**config.mk**
```make
export PLATFORM = sky130hd
export DESIGN_NAME = alu_issue_stage
export DESIGN_NICKNAME = d
export VERILOG_FILES = /design/src/rtl/alu_pkg.sv /design/src/rtl/alu_decode.sv /design/src/rtl/alu_issue_stage.sv
export SDC_FILE = /design/constraint.sdc
export NUM_CORES = 1
export LEC_CHECK = 0
export BUFFER_PORTS_ARGS = -buffer_cell sky130_fd_sc_hd__buf_2
export CAP_MARGIN = 20
export CORE_ASPECT_RATIO = 1.75
export CORE_MARGIN = 1.5
export CORE_UTILIZATION = 46
export DETAILED_ROUTE_END_ITERATION = 10
export PLACE_DENSITY = 0.91
export SLEW_MARGIN = 25
export SYNTH_ARGS = -nofsm -noshare
export SYNTH_HDL_FRONTEND = slang
export SYNTH_HIERARCHICAL = 1
export SYNTH_SLANG_ARGS = --single-unit
```
**constraint.sdc**
```tcl
create_clock -name clk -period 2.05 [get_ports clk]
set_input_delay 0.1025 -clock clk [delete_from_list [all_inputs] [get_ports clk]]
set_output_delay 0.1025 -clock clk [all_outputs]
set_load 0.005 [all_outputs]
```
**src/rtl/alu_pkg.sv**
```systemverilog
// Shared ALU issue definitions.
// Strobe bundle and RV32IM OP/OP-IMM field encodings.
package alu_pkg;

  typedef struct packed {
    logic add;
    logic sub;
    logic mul;
    logic mulh;
    logic mulhsu;
    logic mulhu;
    logic and_op;
    logic or_op;
    logic xor_op;
    logic sll;
    logic srl;
    logic sra;
    logic slt;
    logic sltu;
  } alu_sel_t;

  localparam logic [2:0] F3_ADD    = 3'b000;
  localparam logic [2:0] F3_SLL    = 3'b001;
  localparam logic [2:0] F3_SLT    = 3'b010;
  localparam logic [2:0] F3_SLTU   = 3'b011;
  localparam logic [2:0] F3_XOR    = 3'b100;
  localparam logic [2:0] F3_SR     = 3'b101;
  localparam logic [2:0] F3_OR     = 3'b110;
  localparam logic [2:0] F3_AND    = 3'b111;

  localparam logic [2:0] F3_MUL    = 3'b000;
  localparam logic [2:0] F3_MULH   = 3'b001;
  localparam logic [2:0] F3_MULHSU = 3'b010;
  localparam logic [2:0] F3_MULHU  = 3'b011;

  localparam logic [6:0] F7_BASE   = 7'b0000000;
  localparam logic [6:0] F7_ALT    = 7'b0100000;
  localparam logic [6:0] F7_MULDIV = 7'b0000001;

endpackage

```
**src/rtl/alu_decode.sv**
```systemverilog
// OP/OP-IMM funct decode into one-hot ALU strobes.
// Anything outside the supported set flags illegal.
import alu_pkg::*;

module alu_decode (
  input  logic       is_imm,
  input  logic [2:0] funct3,
  input  logic [6:0] funct7,
  output alu_sel_t   sel,
  output logic       illegal
);

  localparam logic [1:0] K_BASE = {F7_BASE[5], F7_BASE[0]};
  localparam logic [1:0] K_ALT  = {F7_ALT[5], F7_ALT[0]};
  localparam logic [1:0] K_MD   = {F7_MULDIV[5], F7_MULDIV[0]};

  logic [1:0] f7_key;
  logic       row_base;
  logic       row_alt;
  logic       row_md;
  logic       unused_f7;

  assign f7_key    = {funct7[5], funct7[0]};
  assign unused_f7 = ^{funct7[6], funct7[4:1]};

  // OP-IMM shares the base row; funct7 there is immediate bits
  assign row_base = is_imm || (f7_key == K_BASE);
  assign row_alt  = !is_imm && (f7_key == K_ALT);
  assign row_md   = !is_imm && (f7_key == K_MD);

  always_comb begin
    sel     = '0;
    illegal = 1'b0;
    unique case (1'b1)
      row_base: begin
        unique case (funct3)
          F3_ADD:  sel.add    = 1'b1;
          F3_SLL:  sel.sll    = 1'b1;
          F3_SLT:  sel.slt    = 1'b1;
          F3_SLTU: sel.sltu   = 1'b1;
          F3_XOR:  sel.xor_op = 1'b1;
          F3_SR: begin
            if (is_imm && funct7[5]) sel.sra = 1'b1;
            else                     sel.srl = 1'b1;
          end
          F3_OR:   sel.or_op  = 1'b1;
          F3_AND:  sel.and_op = 1'b1;
        endcase
      end
      row_alt: begin
        case (funct3)
          F3_ADD:  sel.sub = 1'b1;
          F3_SR:   sel.sra = 1'b1;
          default: illegal = 1'b1;
        endcase
      end
      row_md: begin
        case (funct3)
          F3_MUL:    sel.mul    = 1'b1;
          F3_MULH:   sel.mulh   = 1'b1;
          F3_MULHSU: sel.mulhsu = 1'b1;
          F3_MULHU:  sel.mulhu  = 1'b1;
          default:   illegal    = 1'b1;
        endcase
      end
      default: illegal = 1'b1;
    endcase
  end

endmodule

```
**src/rtl/alu_issue_stage.sv**
```systemverilog
// ID->EX register feeding the ALU.
// Forwarding, decode, valid/ready handshake and flush.
import alu_pkg::*;

module alu_issue_stage #(
  parameter int WIDTH  = 32,
  parameter int REG_AW = 5
) (
  input  logic              clk,
  input  logic              rst_n,
  input  logic              in_valid,
  output logic              in_ready,
  input  logic              in_is_imm,
  input  logic [2:0]        in_funct3,
  input  logic [6:0]        in_funct7,
  input  logic [REG_AW-1:0] in_rs1_addr,
  input  logic [REG_AW-1:0] in_rs2_addr,
  input  logic [WIDTH-1:0]  in_rs1_data,
  input  logic [WIDTH-1:0]  in_rs2_data,
  input  logic [WIDTH-1:0]  in_imm,
  input  logic              fwd_mem_we,
  input  logic [REG_AW-1:0] fwd_mem_rd,
  input  logic [WIDTH-1:0]  fwd_mem_data,
  input  logic              fwd_wb_we,
  input  logic [REG_AW-1:0] fwd_wb_rd,
  input  logic [WIDTH-1:0]  fwd_wb_data,
  input  logic              flush,
  output logic              out_valid,
  input  logic              out_ready,
  output logic              out_illegal,
  output logic [WIDTH-1:0]  operand_a,
  output logic [WIDTH-1:0]  operand_b,
  output logic              alu_sel_add,
  output logic              alu_sel_sub,
  output logic              alu_sel_mul,
  output logic              alu_sel_mulh,
  output logic              alu_sel_mulhsu,
  output logic              alu_sel_mulhu,
  output logic              alu_sel_and,
  output logic              alu_sel_or,
  output logic              alu_sel_xor,
  output logic              alu_sel_sll,
  output logic              alu_sel_srl,
  output logic              alu_sel_sra,
  output logic              alu_sel_slt,
  output logic              alu_sel_sltu
);

  alu_sel_t         dec_sel;
  logic             dec_illegal;
  alu_sel_t         sel_q;
  logic             valid_q;
  logic             illegal_q;
  logic [WIDTH-1:0] a_q;
  logic [WIDTH-1:0] b_q;
  logic [WIDTH-1:0] a_fwd;
  logic [WIDTH-1:0] rs2_fwd;
  logic [WIDTH-1:0] b_raw;
  logic [WIDTH-1:0] b_next;
  logic             is_shift;

  alu_decode u_dec (
    .is_imm  (in_is_imm),
    .funct3  (in_funct3),
    .funct7  (in_funct7),
    .sel     (dec_sel),
    .illegal (dec_illegal)
  );

  assign in_ready = !valid_q || out_ready;

  // MEM wins over WB; x0 reads as zero whatever is in flight
  always_comb begin
    a_fwd = in_rs1_data;
    if (in_rs1_addr == '0)
      a_fwd = '0;
    else if (fwd_mem_we && fwd_mem_rd == in_rs1_addr)
      a_fwd = fwd_mem_data;
    else if (fwd_wb_we && fwd_wb_rd == in_rs1_addr)
      a_fwd = fwd_wb_data;
  end

  always_comb begin
    rs2_fwd = in_rs2_data;
    if (in_rs2_addr == '0)
      rs2_fwd = '0;
    else if (fwd_mem_we && fwd_mem_rd == in_rs2_addr)
      rs2_fwd = fwd_mem_data;
    else if (fwd_wb_we && fwd_wb_rd == in_rs2_addr)
      rs2_fwd = fwd_wb_data;
  end

  assign b_raw    = in_is_imm ? in_imm : rs2_fwd;
  assign is_shift = dec_sel.sll || dec_sel.srl || dec_sel.sra;
  assign b_next   = is_shift ?
    {{(WIDTH-5){1'b0}}, b_raw[4:0]} : b_raw;

  always_ff @(posedge clk or negedge rst_n) begin
    if (!rst_n) begin
      valid_q   <= 1'b0;
      illegal_q <= 1'b0;
      sel_q     <= '0;
      a_q       <= '0;
      b_q       <= '0;
    end else if (flush) begin
      valid_q   <= 1'b0;
      illegal_q <= 1'b0;
      sel_q     <= '0;
    end else if (in_ready) begin
      valid_q   <= in_valid;
      illegal_q <= in_valid && dec_illegal;
      sel_q     <= in_valid ? dec_sel : '0;
      if (in_valid) begin
        a_q <= a_fwd;
        b_q <= b_next;
      end
    end
  end

  assign out_valid      = valid_q;
  assign out_illegal    = illegal_q;
  assign operand_a      = a_q;
  assign operand_b      = b_q;
  assign alu_sel_add    = sel_q.add;
  assign alu_sel_sub    = sel_q.sub;
  assign alu_sel_mul    = sel_q.mul;
  assign alu_sel_mulh   = sel_q.mulh;
  assign alu_sel_mulhsu = sel_q.mulhsu;
  assign alu_sel_mulhu  = sel_q.mulhu;
  assign alu_sel_and    = sel_q.and_op;
  assign alu_sel_or     = sel_q.or_op;
  assign alu_sel_xor    = sel_q.xor_op;
  assign alu_sel_sll    = sel_q.sll;
  assign alu_sel_srl    = sel_q.srl;
  assign alu_sel_sra    = sel_q.sra;
  assign alu_sel_slt    = sel_q.slt;
  assign alu_sel_sltu   = sel_q.sltu;

endmodule

```
==> results of run 1 <==
## final cells by class
type                    instances  area, um^2
clock inverters                 3        65.1
repair buffers                297        1630
clock buffers                  13         250
well taps                     132         165
multi-input cells             378        2890
flip-flops and latches         80        2000
fillers                       948        4030
inverters                       1        3.75
## layer usage
metal / vias to the layer above / global-route usage (%) / wire length (um)
li1: 2477 / - / -
met1: 2704 / 34.6 / 7010
met2: 401 / 54.2 / 9890
met3: 90 / 4.82 / 1420
met4: 2 / 21.8 / 1030
met5: - / 0 / 12
## worst max-delay path: cells and delay by family, from the launching register on
family | cells | cell delay [ns]
AOI/OAI and AO/OA | 1 | 0.32
buffers and inverters | 1 | 0.09
DFF | 1 | 0.37
and+or+nand+nor | 4 | 1.00
## layout by cell type (no fill, tap or decap), types with 2 or more instances in the layout
| cell type | count |
|---|---|
| nand2_1 | 3 |
| mux2i_1 | 32 |
| nor4_1 | 5 |
| a211oi_1 | 12 |
| nor2b_1 | 2 |
| buf_4 | 17 |
| nor2_1 | 41 |
| clkbuf_1 | 3 |
| clkbuf_16 | 9 |
| xor2_1 | 14 |
| dfrtp_1 | 80 |
| a32oi_1 | 32 |
| nor4b_1 | 2 |
| bufinv_16 | 2 |
| dlygate4sd3_1 | 2 |
| a21boi_0 | 30 |
| buf_12 | 6 |
| xnor2_1 | 6 |
| o21ai_0 | 7 |
| nor3b_1 | 2 |
| buf_2 | 272 |
| nand2b_1 | 4 |
| a22o_1 | 15 |
| nor4b_2 | 2 |
| a21oi_1 | 32 |
| o21ai_1 | 30 |
| nor3_1 | 5 |
| and3_2 | 2 |
| a211oi_2 | 20 |
| o31ai_2 | 25 |
| o22ai_1 | 5 |
| o31ai_1 | 2 |
| and3_1 | 30 |
## per-stage QoR
stage                     hold WS (ns)  utilization (%)  setup WS [ns]  instance area, um^2  cells
after floorplan                 -0.193                -          0.184                 5200    511
after global placement           0.137             60.4          0.118                 6660    886
after detailed placement         0.141             60.4         0.0972                 6660    886
after CTS                       0.0256             63.4          0.125                 7000    904
after global routing            0.0411             63.5         0.0378                 7010    904
final                           0.0374             63.5          0.167                 7010    904
## timing repair
item | 4_1_cts | 5_1_grt
gates resized for setup | 0 | 1
hold endpoints to repair | 44 | 0
endpoints found under the setup margin | 0 | 9
hold buffers | 2 | 0
## worst paths after layout
kind / startpoint / to / slack, ns / depth (start not counted)
worst max register to register: out_valid / operand_b[31] / 0.17 / 6
worst max-delay path: out_valid / operand_b[31] / 0.17 / 6
worst min register to register: operand_b[26] / operand_b[26] / 0.49 / 2
max in group asynchronous: rst_n / operand_b[26] / 1.08 / 3
min in group asynchronous: rst_n / operand_a[29] / 0.34 / 2
worst min-delay path: in_valid / out_valid / 0.04 / 3
## where the power goes
group | switching [W] | total (W) | internal, W
Clock | 0.000618 | 0.00172 | 0.00110
Sequential | 0.000125 | 0.00192 | 0.00180
Combinational | 0.000658 | 0.00124 | 0.000584
## sequential cells by signal (all words and copies together) (netlist names)
register,count
alu_sel_sub,1
alu_sel_mulhu,1
alu_sel_sll,1
alu_sel_mulhsu,1
operand_a,32
alu_sel_or,1
out_valid,1
alu_sel_xor,1
alu_sel_add,1
alu_sel_sltu,1
alu_sel_mul,1
alu_sel_and,1
alu_sel_mulh,1
out_illegal,1
alu_sel_sra,1
alu_sel_srl,1
operand_b,32
alu_sel_slt,1
## cell families (layout without fill, tap and decap cells)
| kind of cell | Yosys count | after routing | share of synthesized area, % |
|---|---|---|---|
| AO/OA/AOI/OAI | 212 | 212 | 32.7 |
| XOR/XNOR | 20 | 20 | 3.37 |
| buffers and inverters | 53 | 314 | 6.33 |
| flip-flops | 80 | 80 | 38.5 |
| multiplexers | 32 | 32 | 6.16 |
| AND/OR/NAND/NOR | 114 | 114 | 12.9 |
==> results_dict.tcl, run 1 <==
set metrics [dict create \
    wl_per_cell_um 21.4 \
    overflow 0 \
    start_util_pct 47.1 \
    synth_edf_count 0 \
    worstPathRequired_ns 2.28 \
    port_buffers 273 \
    cts_tree "built" \
    cp_cell_sequence "nor2b_1 > inv_2 > nand3b_2 > nor3_4 > nand2_8 > o31ai_1" \
    fin_total_pwr_w 0.00488 \
    irDropWorstVdd_mv 0.520 \
    finClkSkew_ns 0.00612 \
    antenna_left 0 \
    end_kind "flip-flop" \
    routabilityCongestion 0.999 \
    start_kind "flip-flop" \
    drt-total-wl_mm 19.4 \
    rsz0062_at_grt "false" \
    groute.usage.overall_pct 31.1 \
    crit_type "reg2reg" \
    insertion_delay_ns 0.33 \
    drv_slew 0 \
    syn_avg_cell_area_um2 10.2 \
    synth_area_um2 5200 \
    hold_violations 0 \
    synth_fp_nets 709 \
    num_vias 5674 \
    cp_slowest_cell "nor3_4" \
    cap_violations 0 \
    cts_num_sinks 80 \
    die_area_um2 12000 \
    leakage_nw 3.36 \
    fmax_mhz 531 \
    antenna_found_initial 1 \
    grt_pass1_wl_mm 29.2 \
    drive_gt1_share_pct 47.7 \
    htree_levels 3 \
    slew_headroom_pct 59.9 \
    io_pins 279 \
    yosysSeqAreaShare_pct 38.5 \
    drtIter0Drc 371 \
    async_reset_ff_share_pct 100 \
    die_w_um 83.4 \
    tns_ns 0 \
    first_pass_iters 5 \
    fin_crit_sh_pct 91.8 \
    root_buffer "clkbuf_16" \
    syn_inst 511 \
    layout.nets 965 \
    viasPerCell 6.28 \
    drc 0 \
    power.density_nw_per_um2 697 \
    dp.final_hpwl_mm 14.2 \
    ys_ff_latch 80 \
    rows 51 \
    cts_buffer_depth 2 \
    cp_data_arrival_time_ns 2.11 \
    post_cts_buffers 0 \
    grt_pass1_vias 5900 \
    cp_max_fo 27 \
    coreArea_um2 11000 \
    antenna_cells 0 \
    finalCriticalPeriod_ns 1.88 \
    synth_top_area_share_pct 38.5 \
    hold_class "in2reg" \
    setup-violations-final 0 \
    synth_warnings 6 \
    synth_ff_type "dfrtp_1" \
    worst_slew_pin_slew_ns 0.601 \
    synth.distinct_cells 49 \
    synthToLayoutAreaGrowth_pct 34.8 \
    slowest_delay_ns 0.42 \
    netlist_top_cells_count "dfrtp_1, nor2_1" \
    outcome "completed" \
    yosysMostFrequentCell "dfrtp_1" \
    die_h_um 144 \
    grt_max_degree 59 \
    cts.clk_slew.worst_paths_ns 0.06 \
    synth_largest_area_cell "dfrtp_1" \
    cts_buffers 9 \
    synth_area_leaders "dfrtp_1, mux2i_1, o31ai_2, a32oi_1, a211oi_2" \
]
Power figures use the tool's default switching activity.
==> run 2, diff against run 1 <==
--- a/config.mk
+++ b/config.mk
@@ -5,13 +5,14 @@
 export SDC_FILE = /design/constraint.sdc
 export NUM_CORES = 1
 export LEC_CHECK = 0
-export BUFFER_PORTS_ARGS = -buffer_cell sky130_fd_sc_hd__buf_2
+export BUFFER_PORTS_ARGS = -buffer_cell sky130_fd_sc_hd__clkbuf_2
 export CAP_MARGIN = 20
 export CORE_ASPECT_RATIO = 1.75
 export CORE_MARGIN = 1.5
 export CORE_UTILIZATION = 46
 export DETAILED_ROUTE_END_ITERATION = 10
 export PLACE_DENSITY = 0.91
+export RECOVER_POWER = 25
 export SLEW_MARGIN = 25
 export SYNTH_ARGS = -nofsm -noshare
 export SYNTH_HDL_FRONTEND = slang
==> results_dict.tcl, run 2 (synthesis gave the netlist of run 1 again) <==
set metrics [dict create \
    groute.usage.overall_pct 30.7 \
    cts.clk_slew.worst_paths_ns 0.07 \
    cp_data_arrival_time_ns 2.12 \
    crit_type "reg2reg" \
    grt_pass1_vias 5657 \
    cp_slowest_cell "nor3_4" \
    hold-path-endpoint "operand_a[10]" \
    final_cell_mix "clkbuf_2, dfrtp_1, nor2_1" \
    grt_max_degree 59 \
    fin_crit_sh_pct 92.2 \
    final_common_cell "clkbuf_2" \
    die_h_um 144 \
    min-delay-start "fwd_mem_data[10]" \
    layout.nets 965 \
    antenna_left 0 \
    setup-violations-final 0 \
    fmax_mhz 529 \
    root_buffer "clkbuf_16" \
    outcome "completed" \
    hold_violations 0 \
    finalCriticalPeriod_ns 1.89 \
    cts_num_sinks 80 \
    dp.final_hpwl_mm 14.2 \
    insertion_delay_ns 0.33 \
    antenna_found_initial 0 \
    rsz0062_at_grt "false" \
    cts_buffer_depth 2 \
    whs_path_depth 3 \
    drive_gt1_share_pct 47.0 \
    first_pass_iters 5 \
    drc 0 \
    num_vias 5595 \
    overflow 0 \
    slowest_delay_ns 0.41 \
    holdWs_ns 0.0334 \
    r2r_cells 6 \
    cts_buffers 9 \
    viasPerCell 6.19 \
    slew_headroom_pct 34.3 \
    dp_cells 886 \
    wl_per_cell_um 20.9 \
    io_pins 279 \
    start_kind "flip-flop" \
    cap_violations 0 \
    r2r_end "operand_b[5]" \
    coreArea_um2 11000 \
    die_w_um 83.4 \
    drtIter0Drc 255 \
    die_area_um2 12000 \
    routabilityCongestion 0.972 \
    power.density_nw_per_um2 703 \
    htree_levels 3 \
    crit_buf_inv 1 \
    leakage_nw 3.36 \
    start_util_pct 47.1 \
    instances_no_fill 904 \
    grt_pass1_wl_mm 28.8 \
    finClkSkew_ns 0.00904 \
    drt-total-wl_mm 18.9 \
    r2r_setup_slack_ns 0.16 \
    cts_tree "built" \
    end_kind "flip-flop" \
    rr_startpoint "out_valid" \
    port_buffers 273 \
    worst_slew_pin_slew_ns 0.985 \
    synthToLayoutAreaGrowth_pct 34.9 \
    worstPathRequired_ns 2.28 \
    cp_cell_sequence "nor2b_1 > inv_2 > nand3b_2 > nor3_4 > nand2_8 > o31ai_1" \
    irDropWorstVdd_mv 0.471 \
    cp_max_fo 27 \
    antenna_cells 0 \
    critPathTopFamily "simple AND/OR/NAND/NOR gates" \
    drv_slew 0 \
    hold_class "in2reg" \
    rows 51 \
]
-- run 2: cell types whose count changed in the layout (fill, tap and decap cells not counted), sizes merged --
cell	delta
buf	-273
clkbuf	+270
clkinvlp	+2
clkinv	+1
-- run 2: layout make-up --
cell class	instances	area (um^2)
fillers	905	4030
clock inverters	6	92.6
multi-input cells	378	2890
flip-flops and latches	80	2000
well taps	132	165
repair buffers	297	1620
clock buffers	10	239
inverters	1	3.75
-- run 2: worst max-delay path by stage --
stage,startpoint,end,slack [ns],cells after the start
final,out_valid,operand_b[5],0.16,6
after global routing,out_valid,operand_b[15],0.04,6
after CTS,out_valid,operand_b[5],0.09,6
after detailed placement,in_funct3[1],operand_b[9],-0.02,9
after global placement,in_funct3[1],operand_b[6],0.11,9
after floorplan,in_funct3[1],operand_b[11],0.18,10
-- run 2: per-layer routing --
layer	routed length, um	vias to the layer above	track usage, %
met3	1400	91	6.55
met1	6760	2671	34.4
met2	9610	350	52.8
met5	0	-	0
li1	-	2483	-
met4	1110	0	19.3
-- run 2: worst min-delay path: cells and delay by family --
kind	cells	cell delay, ns
AO/OA/AOI/OAI	2	0.14
buffers and inverters	1	0.09
-- run 2: timing repair --
action	in CTS	in global routing
gates resized for setup	0	1
buffers inserted	0	0
hold buffers	2	0
setup endpoints to repair	0	11
endpoints found under the hold margin	38	0
-- run 2: through the flow --
step / TNS [ns] / area (um^2) / worst slack [ns] / utilization (%) / total power [W]
floorplan: 0 / 5200 / 0.184 / - / 0.00250
global placement: 0 / 6660 / 0.107 / 60.4 / 0.00312
detailed placement: -0.0160 / 6660 / -0.0160 / 60.4 / 0.00317
CTS: 0 / 7020 / 0.0897 / 63.5 / 0.00495
global route: 0 / 7010 / 0.0373 / 63.5 / 0.00514
finish: 0 / 7010 / 0.161 / 63.5 / 0.00493
-- run 2: report_power, final --
group	internal, W	switching (W)
clock network	0.00110	0.000666
logic	0.000575	0.000654
registers	0.00180	0.000130
total	0.00348	0.00145
